==> config.mk <==
export PLATFORM = sky130hd
export DESIGN_NAME = difftest_step_batcher_flat
export DESIGN_NICKNAME = d
export VERILOG_FILES = /design/src/rtl/difftest_step_batcher_if.sv /design/src/rtl/difftest_step_batcher.sv /design/src/flat_wrapper.sv
export SDC_FILE = /design/constraint.sdc
export NUM_CORES = 1
export LEC_CHECK = 0
export ABC_CLOCK_PERIOD_IN_PS = 9900
export CAP_MARGIN = 0
export CORE_MARGIN = 2
export CORE_UTILIZATION = 35
export DETAILED_ROUTE_END_ITERATION = 7
export DONT_BUFFER_PORTS = 1
export SYNTH_ARGS = -nofsm -noshare
export SYNTH_HDL_FRONTEND = slang
export SYNTH_SLANG_ARGS = --single-unit
==> constraint.sdc <==
create_clock -name clock -period 9.9 [get_ports clock]
set_clock_uncertainty 0.15 [all_clocks]
set_input_delay 0.99 -clock clock [delete_from_list [all_inputs] [get_ports clock]]
set_output_delay 0.99 -clock clock [all_outputs]
set_load 0.005 [all_outputs]
==> src/rtl/difftest_step_batcher_if.sv <==
// Handshake bundle between the difftest step source, the batcher and the checker side.
// The batcher uses the slave modport; the driver/checker uses the master modport.
interface difftest_step_batcher_if #(
    parameter int STEP_WIDTH = 8,
    parameter int ACC_WIDTH  = 16
);
    logic [STEP_WIDTH-1:0] step_in;
    logic                  flush;
    logic                  out_valid;
    logic                  out_ready;
    logic [ACC_WIDTH-1:0]  out_step;
    logic                  overflow;

    modport master (
        output step_in,
        output flush,
        output out_ready,
        input  out_valid,
        input  out_step,
        input  overflow
    );

    modport slave (
        input  step_in,
        input  flush,
        input  out_ready,
        output out_valid,
        output out_step,
        output overflow
    );
endinterface

==> src/rtl/difftest_step_batcher.sv <==
// Batches per-cycle difftest commit step counts; releases on threshold, idle timeout or flush.
// Optional statistics counters are compiled in with `define BATCHER_STATS_EN.
module difftest_step_batcher #(
    parameter int STEP_WIDTH = 8,
    parameter int ACC_WIDTH  = 16,
    parameter int THRESHOLD  = 16,
    parameter int TIMEOUT    = 8
) (
    input  logic                    clock,
    input  logic                    reset,
    difftest_step_batcher_if.slave  bus
`ifdef BATCHER_STATS_EN
    ,
    output logic [31:0]             stat_batches,
    output logic [63:0]             stat_steps,
    output logic [15:0]             stat_max_hold
`endif
);

    localparam int CNT_WIDTH = (TIMEOUT > 1) ? $clog2(TIMEOUT) : 1;
    localparam logic [ACC_WIDTH-1:0] ACC_MAX   = '1;
    localparam logic [ACC_WIDTH-1:0] THRESH    = ACC_WIDTH'(THRESHOLD);
    localparam logic [CNT_WIDTH-1:0] IDLE_LAST = CNT_WIDTH'(TIMEOUT - 1);

    typedef enum logic [1:0] {
        S_IDLE,
        S_ACCUM,
        S_HOLD
    } state_t;

    // Returns {saturated, value}; value is clamped to ACC_MAX when the carry is set.
    function automatic logic [ACC_WIDTH:0] sat_add(input logic [ACC_WIDTH-1:0] a,
                                                   input logic [STEP_WIDTH-1:0] b);
        logic [ACC_WIDTH:0] wide;
        wide = {1'b0, a} + {{(ACC_WIDTH + 1 - STEP_WIDTH){1'b0}}, b};
        return wide[ACC_WIDTH] ? {1'b1, ACC_MAX} : wide;
    endfunction

    state_t                 state_reg, state_next;
    logic [ACC_WIDTH-1:0]   acc_reg, acc_next;
    logic [ACC_WIDTH-1:0]   spill_reg, spill_next;
    logic [CNT_WIDTH-1:0]   idle_cnt_reg, idle_cnt_next;
    logic                   out_valid_reg, out_valid_next;
    logic [ACC_WIDTH-1:0]   out_step_reg, out_step_next;
    logic                   overflow_reg, overflow_next;

    logic [ACC_WIDTH-1:0]   step_ext;
    logic [ACC_WIDTH:0]     acc_sum;
    logic [ACC_WIDTH:0]     spill_sum;
    logic                   step_nz;

    assign step_ext  = {{(ACC_WIDTH - STEP_WIDTH){1'b0}}, bus.step_in};
    assign step_nz   = (bus.step_in != '0);
    assign acc_sum   = sat_add(acc_reg, bus.step_in);
    assign spill_sum = sat_add(spill_reg, bus.step_in);

    always_comb begin
        state_next    = state_reg;
        acc_next      = acc_reg;
        spill_next    = spill_reg;
        idle_cnt_next = idle_cnt_reg;
        overflow_next = overflow_reg;

        case (state_reg)
            S_IDLE: begin
                // flush has no effect here: an empty batch is never emitted.
                acc_next      = step_ext;
                idle_cnt_next = '0;
                if (step_ext >= THRESH) begin
                    state_next = S_HOLD;
                end else if (step_nz) begin
                    state_next = S_ACCUM;
                end
            end
            S_ACCUM: begin
                acc_next      = acc_sum[ACC_WIDTH-1:0];
                idle_cnt_next = step_nz ? '0 : idle_cnt_reg + CNT_WIDTH'(1);
                if ((acc_sum[ACC_WIDTH-1:0] >= THRESH) || bus.flush ||
                    (!step_nz && (idle_cnt_reg == IDLE_LAST))) begin
                    state_next    = S_HOLD;
                    idle_cnt_next = '0;
                end
            end
            S_HOLD: begin
                // Steps arriving while the batch waits go to spill; on the accepting
                // cycle that cycle's step is folded into the next batch exactly once.
                if (spill_sum[ACC_WIDTH]) begin
                    overflow_next = 1'b1;
                end
                if (bus.out_ready) begin
                    acc_next   = spill_sum[ACC_WIDTH-1:0];
                    spill_next = '0;
                    if (spill_sum[ACC_WIDTH-1:0] >= THRESH) begin
                        state_next = S_HOLD;
                    end else if (spill_sum[ACC_WIDTH-1:0] != '0) begin
                        state_next = S_ACCUM;
                    end else begin
                        state_next = S_IDLE;
                    end
                end else begin
                    spill_next = spill_sum[ACC_WIDTH-1:0];
                end
            end
            default: begin
                state_next = S_IDLE;
                acc_next   = '0;
            end
        endcase

        out_valid_next = (state_next == S_HOLD);
        out_step_next  = (state_next == S_HOLD) ? acc_next : '0;
    end

    always_ff @(posedge clock) begin
        if (!reset) begin
            state_reg     <= S_IDLE;
            acc_reg       <= '0;
            spill_reg     <= '0;
            idle_cnt_reg  <= '0;
            out_valid_reg <= 1'b0;
            out_step_reg  <= '0;
            overflow_reg  <= 1'b0;
        end else begin
            state_reg     <= state_next;
            acc_reg       <= acc_next;
            spill_reg     <= spill_next;
            idle_cnt_reg  <= idle_cnt_next;
            out_valid_reg <= out_valid_next;
            out_step_reg  <= out_step_next;
            overflow_reg  <= overflow_next;
        end
    end

    assign bus.out_valid = out_valid_reg;
    assign bus.out_step  = out_step_reg;
    assign bus.overflow  = overflow_reg;

`ifdef BATCHER_STATS_EN
    logic [31:0] stat_batches_reg;
    logic [63:0] stat_steps_reg;
    logic [15:0] stat_max_hold_reg;
    logic [15:0] hold_run_reg;
    logic [15:0] hold_run_next;
    logic        fire;
    logic        stall;

    assign fire          = out_valid_reg && bus.out_ready;
    assign stall         = out_valid_reg && !bus.out_ready;
    assign hold_run_next = (hold_run_reg == 16'hFFFF) ? 16'hFFFF : hold_run_reg + 16'd1;

    always_ff @(posedge clock) begin
        if (!reset) begin
            stat_batches_reg  <= '0;
            stat_steps_reg    <= '0;
            stat_max_hold_reg <= '0;
            hold_run_reg      <= '0;
        end else begin
            if (fire) begin
                stat_batches_reg <= stat_batches_reg + 32'd1;
                stat_steps_reg   <= stat_steps_reg + {{(64 - ACC_WIDTH){1'b0}}, out_step_reg};
            end
            if (stall) begin
                hold_run_reg <= hold_run_next;
                if (hold_run_next > stat_max_hold_reg) begin
                    stat_max_hold_reg <= hold_run_next;
                end
            end else begin
                hold_run_reg <= '0;
            end
        end
    end

    assign stat_batches  = stat_batches_reg;
    assign stat_steps    = stat_steps_reg;
    assign stat_max_hold = stat_max_hold_reg;
`endif

endmodule

==> src/flat_wrapper.sv <==
// flat-port wrapper written by rule: the top's interface ports become plain ports
module difftest_step_batcher_flat 
#(
    parameter int STEP_WIDTH = 8,
    parameter int ACC_WIDTH  = 16,
    parameter int THRESHOLD  = 16,
    parameter int TIMEOUT    = 8
)
  (clock, reset, bus_step_in, bus_flush, bus_out_ready, bus_out_valid, bus_out_step, bus_overflow);
  difftest_step_batcher_if #(.STEP_WIDTH(STEP_WIDTH), .ACC_WIDTH(ACC_WIDTH)) bus_i ();
  input  logic clock;
  input  logic reset;
  input wire logic [$bits(bus_i.step_in)-1:0] bus_step_in;
  input wire logic [$bits(bus_i.flush)-1:0] bus_flush;
  input wire logic [$bits(bus_i.out_ready)-1:0] bus_out_ready;
  output wire logic [$bits(bus_i.out_valid)-1:0] bus_out_valid;
  output wire logic [$bits(bus_i.out_step)-1:0] bus_out_step;
  output wire logic [$bits(bus_i.overflow)-1:0] bus_overflow;
  assign bus_i.step_in = bus_step_in;
  assign bus_i.flush = bus_flush;
  assign bus_i.out_ready = bus_out_ready;
  assign bus_out_valid = bus_i.out_valid;
  assign bus_out_step = bus_i.out_step;
  assign bus_overflow = bus_i.overflow;
  difftest_step_batcher #(.STEP_WIDTH(STEP_WIDTH), .ACC_WIDTH(ACC_WIDTH), .THRESHOLD(THRESHOLD), .TIMEOUT(TIMEOUT)) u_core (.clock(clock), .reset(reset), .bus(bus_i));
endmodule
==> parameters.txt, run 1 <==
Parameter                              Value

Pwr
  Cell Int Power    340.2 µW
  Sum of internal, switching and leakage power    just under 500 µW
  Relative contribution of the clock network to total power    29.1%
  Share of power burned in combinational logic    ~22%
  VDD IR-drop max    82.00 µV
  Relative contribution of sequential cells to total power    roughly half
  Pwr dens    approximately 130 mW/mm²
  Standby leakage power    roughly 1.4 nW
  Sw Share    between 30% and 40%
  Switching Power    approximately 150 µW

Synthesis
  Nets in the synthesized netlist    around 480
  Avg Inst Size Synth    around 8 µm²
  Sequential element share of the synthesized area    29.97%
  Async set or reset register ratio after synthesis    0%
  Post-synthesis sequential element count    55
  Cell types occupying the most area after synthesis    sky130_fd_sc_hd__dfxtp_1 (30%), sky130_fd_sc_hd__ha_1 (6.1%), sky130_fd_sc_hd__o21ai_0 (4.8%)
  Commonest cells in the netlist    sky130_fd_sc_hd__dfxtp_1 (55), sky130_fd_sc_hd__o21ai_0 (35), sky130_fd_sc_hd__a21oi_1 (34), sky130_fd_sc_hd__nand2_1 (30), sky130_fd_sc_hd__clkbuf_1 (28)
  Number of enable flip-flop cells after synthesis    0
  Number of warnings reported in the yosys synthesis log    0
  Gate Count Post-Synth    around 450
  Summed instance area of the synthesized netlist    0.003674 mm²
  Most used flip-flop cell after synthesis    sky130_fd_sc_hd__dfxtp_1
  Number of distinct library cells after synthesis    68
  Biggest area consumer among synthesized cells    sky130_fd_sc_hd__dfxtp_1
  Portion of synthesized cell area occupied by the leading cell type    between 20% and 30%
  Dominant cell by count in the synthesized netlist    sky130_fd_sc_hd__dfxtp_1

Floorplan
  Area enclosed by the die boundary    0.01133 mm²
  Number of placed I/O pins    30
  Area inside the core boundary    0.01028 mm²
  Die width    between 100 and 150 µm
  Core Rows    37
  Height of the die    106.5 µm
  Effective utilization at floorplan    35.74%

CTS
  Clock-pin slew on the worst setup and hold paths    ~0.10 ns
  Number of buffers inserted during clock tree synthesis    5
  Root Buffer Master    sky130_fd_sc_hd__clkbuf_8
  CTS HTree Levels    2
  Clock buffer depth    2
  TritonCTS clock tree    done
  CTS hold repair buffers    0
  Source-to-sink clock delay at the later pin of the worst-skew pair    0.31 ns
  Clock sinks    55
  Number of setup buffers added after CTS    0
  Total of cells resized after clock tree synthesis    0

Drt
  Routed Wire Length    ~10000 µm
  DRC violations left    0
  First-pass iteration count of the detailed router    4
  Drt first-iter violations    292
  Detailed-route vias per instance    5.938
  Avg WL per Cell    roughly 18 µm
  Remaining antenna violation count    0
  Via count    ~3300

Critical path
  Family of cells with the greatest summed delay on the critical path    compound AO/OA/AOI/OAI gates
  Cell with the largest stage delay on the worst path    sky130_fd_sc_hd__or4_1
  Critical Setup Path Class    in2reg
  Capturing element type of the critical path    flip-flop
  Arr. time, crit path    3.96 ns
  Critical R2R Launch    u_core.spill_reg[0]$_SDFFE_PN0N_
  Delay of the slowest critical-path stage    about 0.46 ns
  Worst setup startpoint    bus_step_in[0]
  Crit start category    input pin
  Ordered list of cells on the worst path    ha_1 > fa_1 > a21o_1 > a21oi_1 > mux2_2 > or4_1 > nand4bb_4 > o41ai_2 > o21ai_2 > and2_1
  Maximum fanout along the worst path    6
  Worst path bufs/invs    0
  Crit path required time    ~10 ns

Global route
  Wire length of the first global-routing pass    16650 µm
  Layer with the highest usage    met2
  Met3 routing resource usage after global routing    3.801%
  Met2 capacity usage during global routing    between 20% and 30%
  Number of antenna violations at the first check in global routing    0
  Via count of the first global-routing pass    3232
  Total congestion overflow after global routing    0
  Maximum number of pins on one net before global-route repair    41
  GRT Total Usage    approximately 18%
  Global routing usage on met1    about a quarter

Timing
  RSZ-0062 raised after global routing    false
  Fin crit share    39.36%
  Setup tns final    0 ns
  Crit path time final    ~3.9 ns
  Actual transition at the worst max-transition pin    about 1.2 ns
  Final-report setup violation count    0
  Final number of hold-violating endpoints    0
  Number of max-slew violations in the final report    0
  Maximum clock frequency    between 200 and 300 MHz
  Max-Slew Margin vs Limit    between 20% and 30%

Placement
  Gp weighted congestion    0.9364
  DP HPWL    7223 µm
  Cell area after placement    about 0.0037 mm²
  Port bufs    0

Status
  Result of the run    completed

Final layout
  Share of cells above drive strength 1    7.042%
  Number of nets in the layout    between 400 and 500
  Antenna cells    0
  Area added between synthesis and finish    4.291%
  Cell area after layout    0.003831 mm²

Job
  Max Cap Violations    0

Hold path
  Hold_sp    u_core.spill_reg[0]$_SDFFE_PN0N_
  Min-Delay Path Class    reg2reg
worst paths after layout:
| path | slack [ns] | cells after the start | end |
|---|---|---|---|
| setup / recovery | 6.00 | 10 | u_core.bus.out_step[1]$_SDFF_PN0_ |
| hold / removal | 0.33 | 2 | u_core.spill_reg[0]$_SDFFE_PN0N_ |
| setup reg to reg | 6.36 | 10 | u_core.bus.out_step[1]$_SDFF_PN0_ |
| hold reg to reg | 0.33 | 2 | u_core.spill_reg[0]$_SDFFE_PN0N_ |
layout by cell type, fill, tap and decap left out, types with 3 or more instances in the layout:
cell,n
sky130_fd_sc_hd__xnor2_1,14
sky130_fd_sc_hd__o21a_1,4
sky130_fd_sc_hd__a21boi_0,9
sky130_fd_sc_hd__and4_1,5
sky130_fd_sc_hd__a31oi_1,8
sky130_fd_sc_hd__xor2_1,6
sky130_fd_sc_hd__mux2i_1,5
sky130_fd_sc_hd__and2_1,14
sky130_fd_sc_hd__nor3_1,5
sky130_fd_sc_hd__nand2b_1,6
sky130_fd_sc_hd__nand2_1,30
sky130_fd_sc_hd__ha_1,18
sky130_fd_sc_hd__dfxtp_1,55
sky130_fd_sc_hd__o221a_2,4
sky130_fd_sc_hd__o22ai_1,6
sky130_fd_sc_hd__a211oi_1,6
sky130_fd_sc_hd__clkbuf_8,7
sky130_fd_sc_hd__mux2_2,5
sky130_fd_sc_hd__nor2_1,22
sky130_fd_sc_hd__o21ai_0,35
sky130_fd_sc_hd__nor2b_1,14
sky130_fd_sc_hd__nand3_1,19
sky130_fd_sc_hd__nand4_1,3
sky130_fd_sc_hd__inv_1,8
sky130_fd_sc_hd__o211ai_1,8
sky130_fd_sc_hd__and3_1,4
sky130_fd_sc_hd__a22oi_1,9
sky130_fd_sc_hd__o21ai_1,4
sky130_fd_sc_hd__a21oi_1,34
sky130_fd_sc_hd__o31ai_1,4
sky130_fd_sc_hd__a21o_1,8
worst register-to-register path, stage by stage (launching register included):
cell	delay, ns
sky130_fd_sc_hd__dfxtp_1	0.32
sky130_fd_sc_hd__ha_1	0.23
sky130_fd_sc_hd__fa_1	0.45
sky130_fd_sc_hd__a21o_1	0.20
sky130_fd_sc_hd__a21oi_1	0.23
sky130_fd_sc_hd__mux2_2	0.36
sky130_fd_sc_hd__or4_1	0.46
sky130_fd_sc_hd__nand4bb_4	0.21
sky130_fd_sc_hd__o41ai_2	0.45
sky130_fd_sc_hd__o21ai_2	0.18
sky130_fd_sc_hd__and2_1	0.20
logic make-up (layout without fill, tap and decap cells):
family	Yosys count	after routing	share of synthesized area, %
flip-flops	55	55	29.97
XOR/XNOR	20	20	4.768
AO/OA/AOI/OAI	165	165	29.97
multiplexers	10	10	2.895
adder cells (fa/ha/maj)	20	20	7.221
AND/OR/NAND/NOR	138	138	20.78
buffers and inverters	41	18	4.394
stage by stage:
step                      utilization [%]  instances  setup WS [ns]  hold WS [ns]
after global placement              36.27        554          5.693        0.3049
final                               37.28        562          6.003        0.3268
after global routing                37.28        562          5.882        0.3586
after CTS                           37.28        562          6.037        0.3339
after floorplan                         -        449          6.020        0.2912
after detailed placement            36.27        554          5.714        0.3174
layer usage:
layer,part of all wire [%],vias to the layer above
li1,-,1616
met1,47,1605
met2,46,93
met3,4.8,23
met4,2.9,0
met5,0,-
final cells by class:
class	count	area [µm²]
Multi-Input combinational cell	353	2411
Inverter	8	30.03
Tap cell	136	170.2
Timing Repair Buffer	2	15.01
Clock buffer	7	96.34
Fill cell	1091	6446
Sequential cell	55	1101
Clock inverter	1	7.507
power groups by stage:
stage	logic (mW)	clock network [mW]	registers, mW
after floorplan	0.0909	0	0.242
after global placement	0.105	0	0.246
after detailed placement	0.107	0	0.246
after CTS	0.107	0.146	0.241
after global routing	0.121	0.154	0.243
final	0.109	0.143	0.241
(Power assumes the default switching activity.)
==> inputs of run 2 (changes only) <==
Settings changed: ABC_CLOCK_PERIOD_IN_PS 9900 to 3400.
Clock period 9.9 ns to 3.4 ns, I/O delays scaled along.
==> run 2 against run 1 <==
  * Utilization up 1.9 points
  * Clock power rose to 3.2 times the previous value
  * Flip-flop and latch count unchanged
  * Cell area up 5.1%
  * Highest routed layer unchanged
  * Total power rose to 3.1 times the previous value
  * Register-to-register slack worse by 6.2 ns
  * Cell count up 3.7%
  * Largest cell class unchanged
  * Critical path depth unchanged
  * Die area unchanged
==> parameters.txt, run 2 (synthesis gave the netlist of run 1 again) <==
Parameter                              Value

Critical path
  Cell count of the worst reg-to-reg path    10 (unchanged)
  Arr. time, crit path    3.35 ns (was 3.96 ns)
  Critical Setup Path Class    reg2reg (was in2reg)
  Crit path required time    3.47 ns (was 9.96 ns)
  Critical R2R Launch    u_core.spill_reg[0]$_SDFFE_PN0N_ (unchanged)
  Crit start category    flip-flop (was input pin)
  Delay of the slowest critical-path stage    0.46 ns (about the same)
  End of the worst register-to-register path    u_core.bus.out_step[2]$_SDFF_PN0_ (was u_core.bus.out_step[1]$_SDFF_PN0_)
  Reg2Reg Setup Slack    0.12 ns (was 6.36 ns)
  Ordered list of cells on the worst path    ha_1 > fa_1 > a21o_1 > a21oi_2 > mux2_2 > or4_1 > nand4bb_4 > o41ai_2 > o21ai_2 > and2_1 (was ha_1 > fa_1 > a21o_1 > a21oi_1 > mux2_2 > or4_1 > nand4bb_4 > o41ai_2 > o21ai_2 > and2_1)
  Cell with the largest stage delay on the worst path    sky130_fd_sc_hd__or4_1 (unchanged)
  Capturing element type of the critical path    flip-flop (unchanged)
  Maximum fanout along the worst path    6 (unchanged)

Drt
  Routed Wire Length    10430 µm (was 9980 µm)
  Avg WL per Cell    17.88 µm (was 17.76 µm)
  Drt first-iter violations    148 (was 292)
  DRC violations left    0 (unchanged)
  Detailed-route vias per instance    5.904 (was 5.938)
  Via count    3442 (was 3337)
  Remaining antenna violation count    0 (unchanged)
  First-pass iteration count of the detailed router    5 (was 4)

Global route
  Total congestion overflow after global routing    0 (unchanged)
  Wire length of the first global-routing pass    16770 µm (was 16650 µm)
  Maximum number of pins on one net before global-route repair    28 (was 41)
  Number of antenna violations at the first check in global routing    0 (unchanged)
  GRT Total Usage    18.62% (was 18.27%)
  Via count of the first global-routing pass    3255 (was 3232)

Timing
  Maximum clock frequency    between 300 and 400 MHz
  Final-report setup violation count    0 (unchanged)
  Actual transition at the worst max-transition pin    0.8119 ns (was 1.153 ns)
  Setup tns final    0 ns (unchanged)
  Max-Slew Margin vs Limit    45.69% (was 22.82%)
  Fin crit share    about 96%
  RSZ-0062 raised after global routing    false (unchanged)
  Number of max-slew violations in the final report    0 (unchanged)
  Final number of hold-violating endpoints    0 (unchanged)
  Crit path time final    roughly 3.3 ns

Placement
  DP HPWL    7420 µm (was 7223 µm)
  Gp weighted congestion    0.8546 (was 0.9364)
  Port bufs    0 (unchanged)
  Cell area after placement    0.003870 mm² (was 0.003727 mm²)
  Total placed cells including tap cells    573 (was 554)

Pwr
  Pwr dens    375.0 mW/mm² (was 128.6 mW/mm²)
  VDD IR-drop max    216.0 µV (was 82.00 µV)
  Sum of internal, switching and leakage power    1.509 mW (was 492.6 µW)
  Standby leakage power    1.493 nW (was 1.381 nW)

Floorplan
  Area enclosed by the die boundary    0.01133 mm² (unchanged)
  Effective utilization at floorplan    35.74% (unchanged)
  Die width    106.5 µm (unchanged)
  Height of the die    106.5 µm (unchanged)
  Number of placed I/O pins    30 (unchanged)
  Area inside the core boundary    0.01028 mm² (unchanged)
  Core Rows    37 (unchanged)

Final layout
  Commonest non-fill, non-tap cell in the layout    sky130_fd_sc_hd__dfxtp_1 (unchanged)
  Cell area after layout    0.004025 mm² (was 0.003831 mm²)
  Antenna cells    0 (unchanged)
  Area added between synthesis and finish    9.571% (was 4.291%)
  Final standard cell utilization of the core    39.16% (was 37.28%)
  Most frequent cells in the layout    sky130_fd_sc_hd__dfxtp_1 (55), sky130_fd_sc_hd__o21ai_0 (35), sky130_fd_sc_hd__a21oi_1 (33) (was sky130_fd_sc_hd__dfxtp_1 (55), sky130_fd_sc_hd__o21ai_0 (35), sky130_fd_sc_hd__a21oi_1 (34))
  Share of cells above drive strength 1    11.86% (was 7.042%)
  Non-filler instance count after layout    583 (was 562)
  Number of nets in the layout    478 (was 457)

Job
  Max Cap Violations    0 (unchanged)

CTS
  TritonCTS clock tree    done (unchanged)
  Clock sinks    55 (unchanged)
  Root Buffer Master    sky130_fd_sc_hd__clkbuf_8 (unchanged)
  Source-to-sink clock delay at the later pin of the worst-skew pair    0.32 ns (was 0.31 ns)
  Clock-pin slew on the worst setup and hold paths    0.11 ns (was 0.10 ns)
  CTS HTree Levels    2 (unchanged)
  Clock buffer depth    2 (unchanged)
  Number of buffers inserted during clock tree synthesis    5 (unchanged)

Hold path
  Min-Delay Path Class    in2reg (was reg2reg)
  Worst hold path depth    1 (was 2)
  Hold Path Sink    u_core.spill_reg[4]$_SDFFE_PN0N_ (was u_core.spill_reg[0]$_SDFFE_PN0N_)
  Hold_sp    reset (was u_core.spill_reg[0]$_SDFFE_PN0N_)

Status
  Result of the run    completed (unchanged)
[run 2: repair_timing]
item	4_1_cts	5_1_grt
hold buffers	2	0
gates resized for setup	0	6
setup buffers	0	0
endpoints found under the setup margin	0	9
endpoints found under the hold margin	23	0
[run 2: report_power, final]
| part | internal (mW) | leakage (nW) | total [mW] | switching, mW |
|---|---|---|---|---|
| registers | 0.676 | 0.449 | 0.701 | 0.0254 |
| clock network | 0.224 | 0.0587 | 0.462 | 0.238 |
| logic | 0.146 | 0.986 | 0.346 | 0.201 |
| total | 1.05 | 1.49 | 1.51 | 0.464 |
[run 2: layer usage]
layer | track usage [%] | wire length [µm]
met1 | 25.40 | 4871
met5 | 0 | 0
met3 | 3.617 | 624
met2 | 29.76 | 4693
met4 | 5.659 | 237
[run 2: how the worst max path moves through the flow]
stage | start | slack [ns] | end | cells after the start
2_1_floorplan | bus_step_in[0] | 0.17 | u_core.bus.out_step[0]$_SDFF_PN0_ | 10
3_3_place_gp | bus_step_in[0] | 0.08 | u_core.bus.out_step[1]$_SDFF_PN0_ | 10
3_5_place_dp | bus_step_in[0] | 0.07 | u_core.bus.out_step[0]$_SDFF_PN0_ | 12
4_1_cts | u_core.spill_reg[0]$_SDFFE_PN0N_ | 0.1 | u_core.bus.out_step[1]$_SDFF_PN0_ | 10
5_1_grt | u_core.spill_reg[0]$_SDFFE_PN0N_ | 0.01 | u_core.bus.out_step[2]$_SDFF_PN0_ | 10
6_report | u_core.spill_reg[0]$_SDFFE_PN0N_ | 0.12 | u_core.bus.out_step[2]$_SDFF_PN0_ | 10
[run 2: worst max-delay path, delay by kind of cell, from the launching register on]
kind                     cells  cell delay, ns
AO/OA/AOI/OAI                4            0.87
adder cells (fa/ha/maj)      2            0.63
flip-flops                   1            0.33
multiplexers                 1            0.34
AND/OR/NAND/NOR              3            0.86
[run 2: final cells by class]
| type | count | area (µm²) |
|---|---|---|
| fill | 1091 | 6252 |
| multi-input combinational | 353 | 2430 |
| sequential | 55 | 1101 |
| timing repair buffer | 23 | 177.7 |
| tap | 136 | 170.2 |
| clock buffer | 5 | 68.82 |
| clock inverter | 3 | 47.55 |
| inverter | 8 | 30.03 |
[run 2: metrics by stage]
stage	setup slack, ns	hold WS (ns)
finish	0.1196	0.01005
global route	0.01484	0.002341
CTS	0.09615	0.003187
detailed placement	0.07189	0.3103
global placement	0.08195	0.3025
floorplan	0.1701	0.2912
==> inputs of run 3 (changes only) <==
Settings changed: HOLD_SLACK_MARGIN set to 0.1.
==> run 3 against run 2 <==
  * Count of clock-buffer cells in the layout is the same
  * Fmax decreased by 0.18%
  * Via count decreased by 0.46%
  * Register-to-register slack about the same
  * Non-clock buffer count increased by 2
  * Routed wire length shrank 0.48%
  * Total power grew 0.46%
  * Clock power hardly changed
  * Cell count rose by 0.34%
  * Largest cell class unchanged
  * Highest routed layer unchanged
==> parameters.txt, run 3 (synthesis gave the netlist of run 1 again) <==
Parameter                              Value

Critical path
  Cell count of the worst reg-to-reg path    10 (unchanged)
  Critical R2R Launch    u_core.spill_reg[0]$_SDFFE_PN0N_ (unchanged)
  End of the worst register-to-register path    u_core.bus.out_step[2]$_SDFF_PN0_ (unchanged)
  Cell with the largest stage delay on the worst path    sky130_fd_sc_hd__or4_1 (unchanged)
  Reg2Reg Setup Slack    0.11 ns (was 0.12 ns)
  Capturing element type of the critical path    flip-flop (unchanged)
  Arr. time, crit path    3.36 ns (was 3.35 ns)
  Critical Setup Path Class    reg2reg (unchanged)
  Crit path to    u_core.bus.out_step[2]$_SDFF_PN0_ (unchanged)
  Maximum fanout along the worst path    6 (unchanged)
  Crit path required time    3.47 ns (about the same)
  Delay of the slowest critical-path stage    0.46 ns (about the same)
  Ordered list of cells on the worst path    ha_1 > fa_1 > a21o_1 > a21oi_2 > mux2_2 > or4_1 > nand4bb_4 > o41ai_2 > o21ai_2 > and2_1 (unchanged)
  Crit start category    flip-flop (unchanged)
  Worst setup startpoint    u_core.spill_reg[0]$_SDFFE_PN0N_ (unchanged)

Job
  Max Cap Violations    0 (unchanged)

Pwr
  Sw Share    30.87% (was 30.75%)
  Cell Int Power    1.048 mW (was 1.045 mW)
  Switching Power    468.0 µW (was 464.0 µW)
  Relative contribution of the clock network to total power    30.5% (was 30.6%)
  Share of power burned in combinational logic    23.3% (was 22.9%)
  Pwr dens    373.9 mW/mm² (was 375.0 mW/mm²)
  VDD IR-drop max    215.9 µV (was 216.0 µV)
  Standby leakage power    1.507 nW (was 1.493 nW)
  Relative contribution of sequential cells to total power    46.3% (was 46.5%)

Timing
  Number of max-slew violations in the final report    0 (unchanged)
  RSZ-0062 raised after global routing    false (unchanged)
  Maximum clock frequency    304.3 MHz (was 304.8 MHz)
  Setup tns final    0 ns (unchanged)
  Max-Slew Margin vs Limit    55.39% (was 45.69%)
  Final number of hold-violating endpoints    0 (unchanged)
  Final-report setup violation count    0 (unchanged)
  Actual transition at the worst max-transition pin    0.6622 ns (was 0.8119 ns)
  Crit path time final    3.286 ns (was 3.280 ns)
  Fin crit share    96.65% (was 96.48%)

Drt
  Routed Wire Length    10380 µm (was 10430 µm)
  Detailed-route vias per instance    5.856 (was 5.904)
  First-pass iteration count of the detailed router    4 (was 5)
  Remaining antenna violation count    0 (unchanged)
  Drt first-iter violations    169 (was 148)
  Avg WL per Cell    17.74 µm (was 17.88 µm)
  DRC violations left    0 (unchanged)
  Via count    3426 (was 3442)

Global route
  Wire length of the first global-routing pass    16770 µm (about the same)
  GRT Total Usage    18.64% (was 18.62%)
  Number of antenna violations at the first check in global routing    0 (unchanged)
  Maximum number of pins on one net before global-route repair    38 (was 28)
  Via count of the first global-routing pass    3257 (was 3255)
  Total congestion overflow after global routing    0 (unchanged)

CTS
  Clock sinks    55 (unchanged)
  CTS HTree Levels    2 (unchanged)
  Number of setup buffers added after CTS    0 (unchanged)
  Clock-pin slew on the worst setup and hold paths    0.11 ns (about the same)
  Clock buffer depth    2 (unchanged)
  TritonCTS clock tree    done (unchanged)
  Root Buffer Master    sky130_fd_sc_hd__clkbuf_8 (unchanged)
  Source-to-sink clock delay at the later pin of the worst-skew pair    0.32 ns (about the same)
  Number of buffers inserted during clock tree synthesis    5 (unchanged)

Floorplan
  Number of placed I/O pins    30 (unchanged)
  Area enclosed by the die boundary    0.01133 mm² (unchanged)
  Core Rows    37 (unchanged)
  Die width    106.5 µm (unchanged)
  Area inside the core boundary    0.01028 mm² (unchanged)
  Effective utilization at floorplan    35.74% (unchanged)
  Height of the die    106.5 µm (unchanged)

Final layout
  Antenna cells    0 (unchanged)
  Commonest non-fill, non-tap cell in the layout    sky130_fd_sc_hd__dfxtp_1 (unchanged)
  Final standard cell utilization of the core    39.46% (was 39.16%)
  Number of nets in the layout    480 (was 478)
  Most frequent cells in the layout    sky130_fd_sc_hd__dfxtp_1 (55), sky130_fd_sc_hd__o21ai_0 (35), sky130_fd_sc_hd__a21oi_1 (33) (unchanged)
  Area added between synthesis and finish    10.39% (was 9.571%)
  Share of cells above drive strength 1    12.03% (was 11.86%)
  Count of fill cells added during filler insertion    1089 (was 1091)

Status
  Result of the run    completed (unchanged)

Placement
  Gp weighted congestion    0.8546 (unchanged)
  DP HPWL    7420 µm (unchanged)
  Port bufs    0 (unchanged)

Hold path
  Min-Delay Path Class    in2reg (unchanged)
==> run 3: cell count changes in the layout (fill, tap and decap cells not counted) <==
cell / change
sky130_fd_sc_hd__buf_12: +1
sky130_fd_sc_hd__dlygate4sd3_1: +1
==> run 3: how the worst min path moves through the flow <==
stage / from / endpoint / slack, ns / depth (start not counted)
4_1_cts: reset / u_core.acc_reg[0]$_SDFF_PN0_ / 0.11 / 2
5_1_grt: bus_step_in[6] / u_core.acc_reg[6]$_SDFF_PN0_ / 0.12 / 2
6_report: bus_step_in[6] / u_core.acc_reg[6]$_SDFF_PN0_ / 0.12 / 2
3_3_place_gp: u_core.idle_cnt_reg[1]$_SDFFE_PN0P_ / u_core.idle_cnt_reg[1]$_SDFFE_PN0P_ / 0.30 / 2
3_5_place_dp: u_core.idle_cnt_reg[1]$_SDFFE_PN0P_ / u_core.idle_cnt_reg[1]$_SDFFE_PN0P_ / 0.31 / 2
2_1_floorplan: u_core.idle_cnt_reg[0]$_SDFFE_PN0P_ / u_core.idle_cnt_reg[0]$_SDFFE_PN0P_ / 0.29 / 1
==> run 3: final cells by class <==
class	instances	area, µm²	share of cell area [%]
multi-input cells	353	2430	59.92
well taps	136	170.2	4.196
flip-flops and latches	55	1101	27.15
clock inverters	3	47.55	1.172
inverters	8	30.03	0.7405
repair buffers	25	207.7	5.122
clock buffers	5	68.82	1.697
==> run 3: worst max-delay path: cells and delay by family (launching register included) <==
kind                     cells  cell delay (ns)
flip-flops                   1             0.33
adder cells (fa/ha/maj)      2             0.63
AND/OR/NAND/NOR              3             0.86
AO/OA/AOI/OAI                4             0.87
multiplexers                 1             0.34
==> run 3: power groups by stage <==
| stage | Clock (mW) | Sequential (mW) | Combinational [mW] |
|---|---|---|---|
| floorplan | 0 | 0.704 | 0.265 |
| global placement | 0 | 0.716 | 0.324 |
| detailed placement | 0 | 0.715 | 0.328 |
| CTS | 0.486 | 0.701 | 0.344 |
| global route | 0.500 | 0.705 | 0.389 |
| finish | 0.462 | 0.702 | 0.353 |
==> run 3: per-stage QoR <==
stage	hold slack, ns	instance area [µm²]	setup slack, ns	std cells	power [mW]
floorplan	0.2912	3674	0.1701	449	0.9688
global placement	0.3025	3870	0.08195	573	1.040
detailed placement	0.3103	3870	0.07189	573	1.043
CTS	0.1076	4036	0.09615	585	1.531
global route	0.1171	4055	0.01574	585	1.595
finish	0.1234	4055	0.1137	585	1.516
==> run 3: repair_timing <==
action	4_1_cts	5_1_grt
endpoints found under the setup margin	0	9
hold buffers	4	0
gates resized for setup	0	6
hold endpoints to repair	41	0
==> run 3: per-layer routing <==
| layer | vias to the layer above | GRT usage [%] | wire length, µm |
|---|---|---|---|
| met5 | - | 0 | 0 |
| met4 | 0 | 6.215 | 280 |
| met3 | 25 | 3.556 | 562 |
| met2 | 109 | 29.95 | 4663 |
| met1 | 1620 | 25.13 | 4869 |
| li1 | 1672 | - | - |
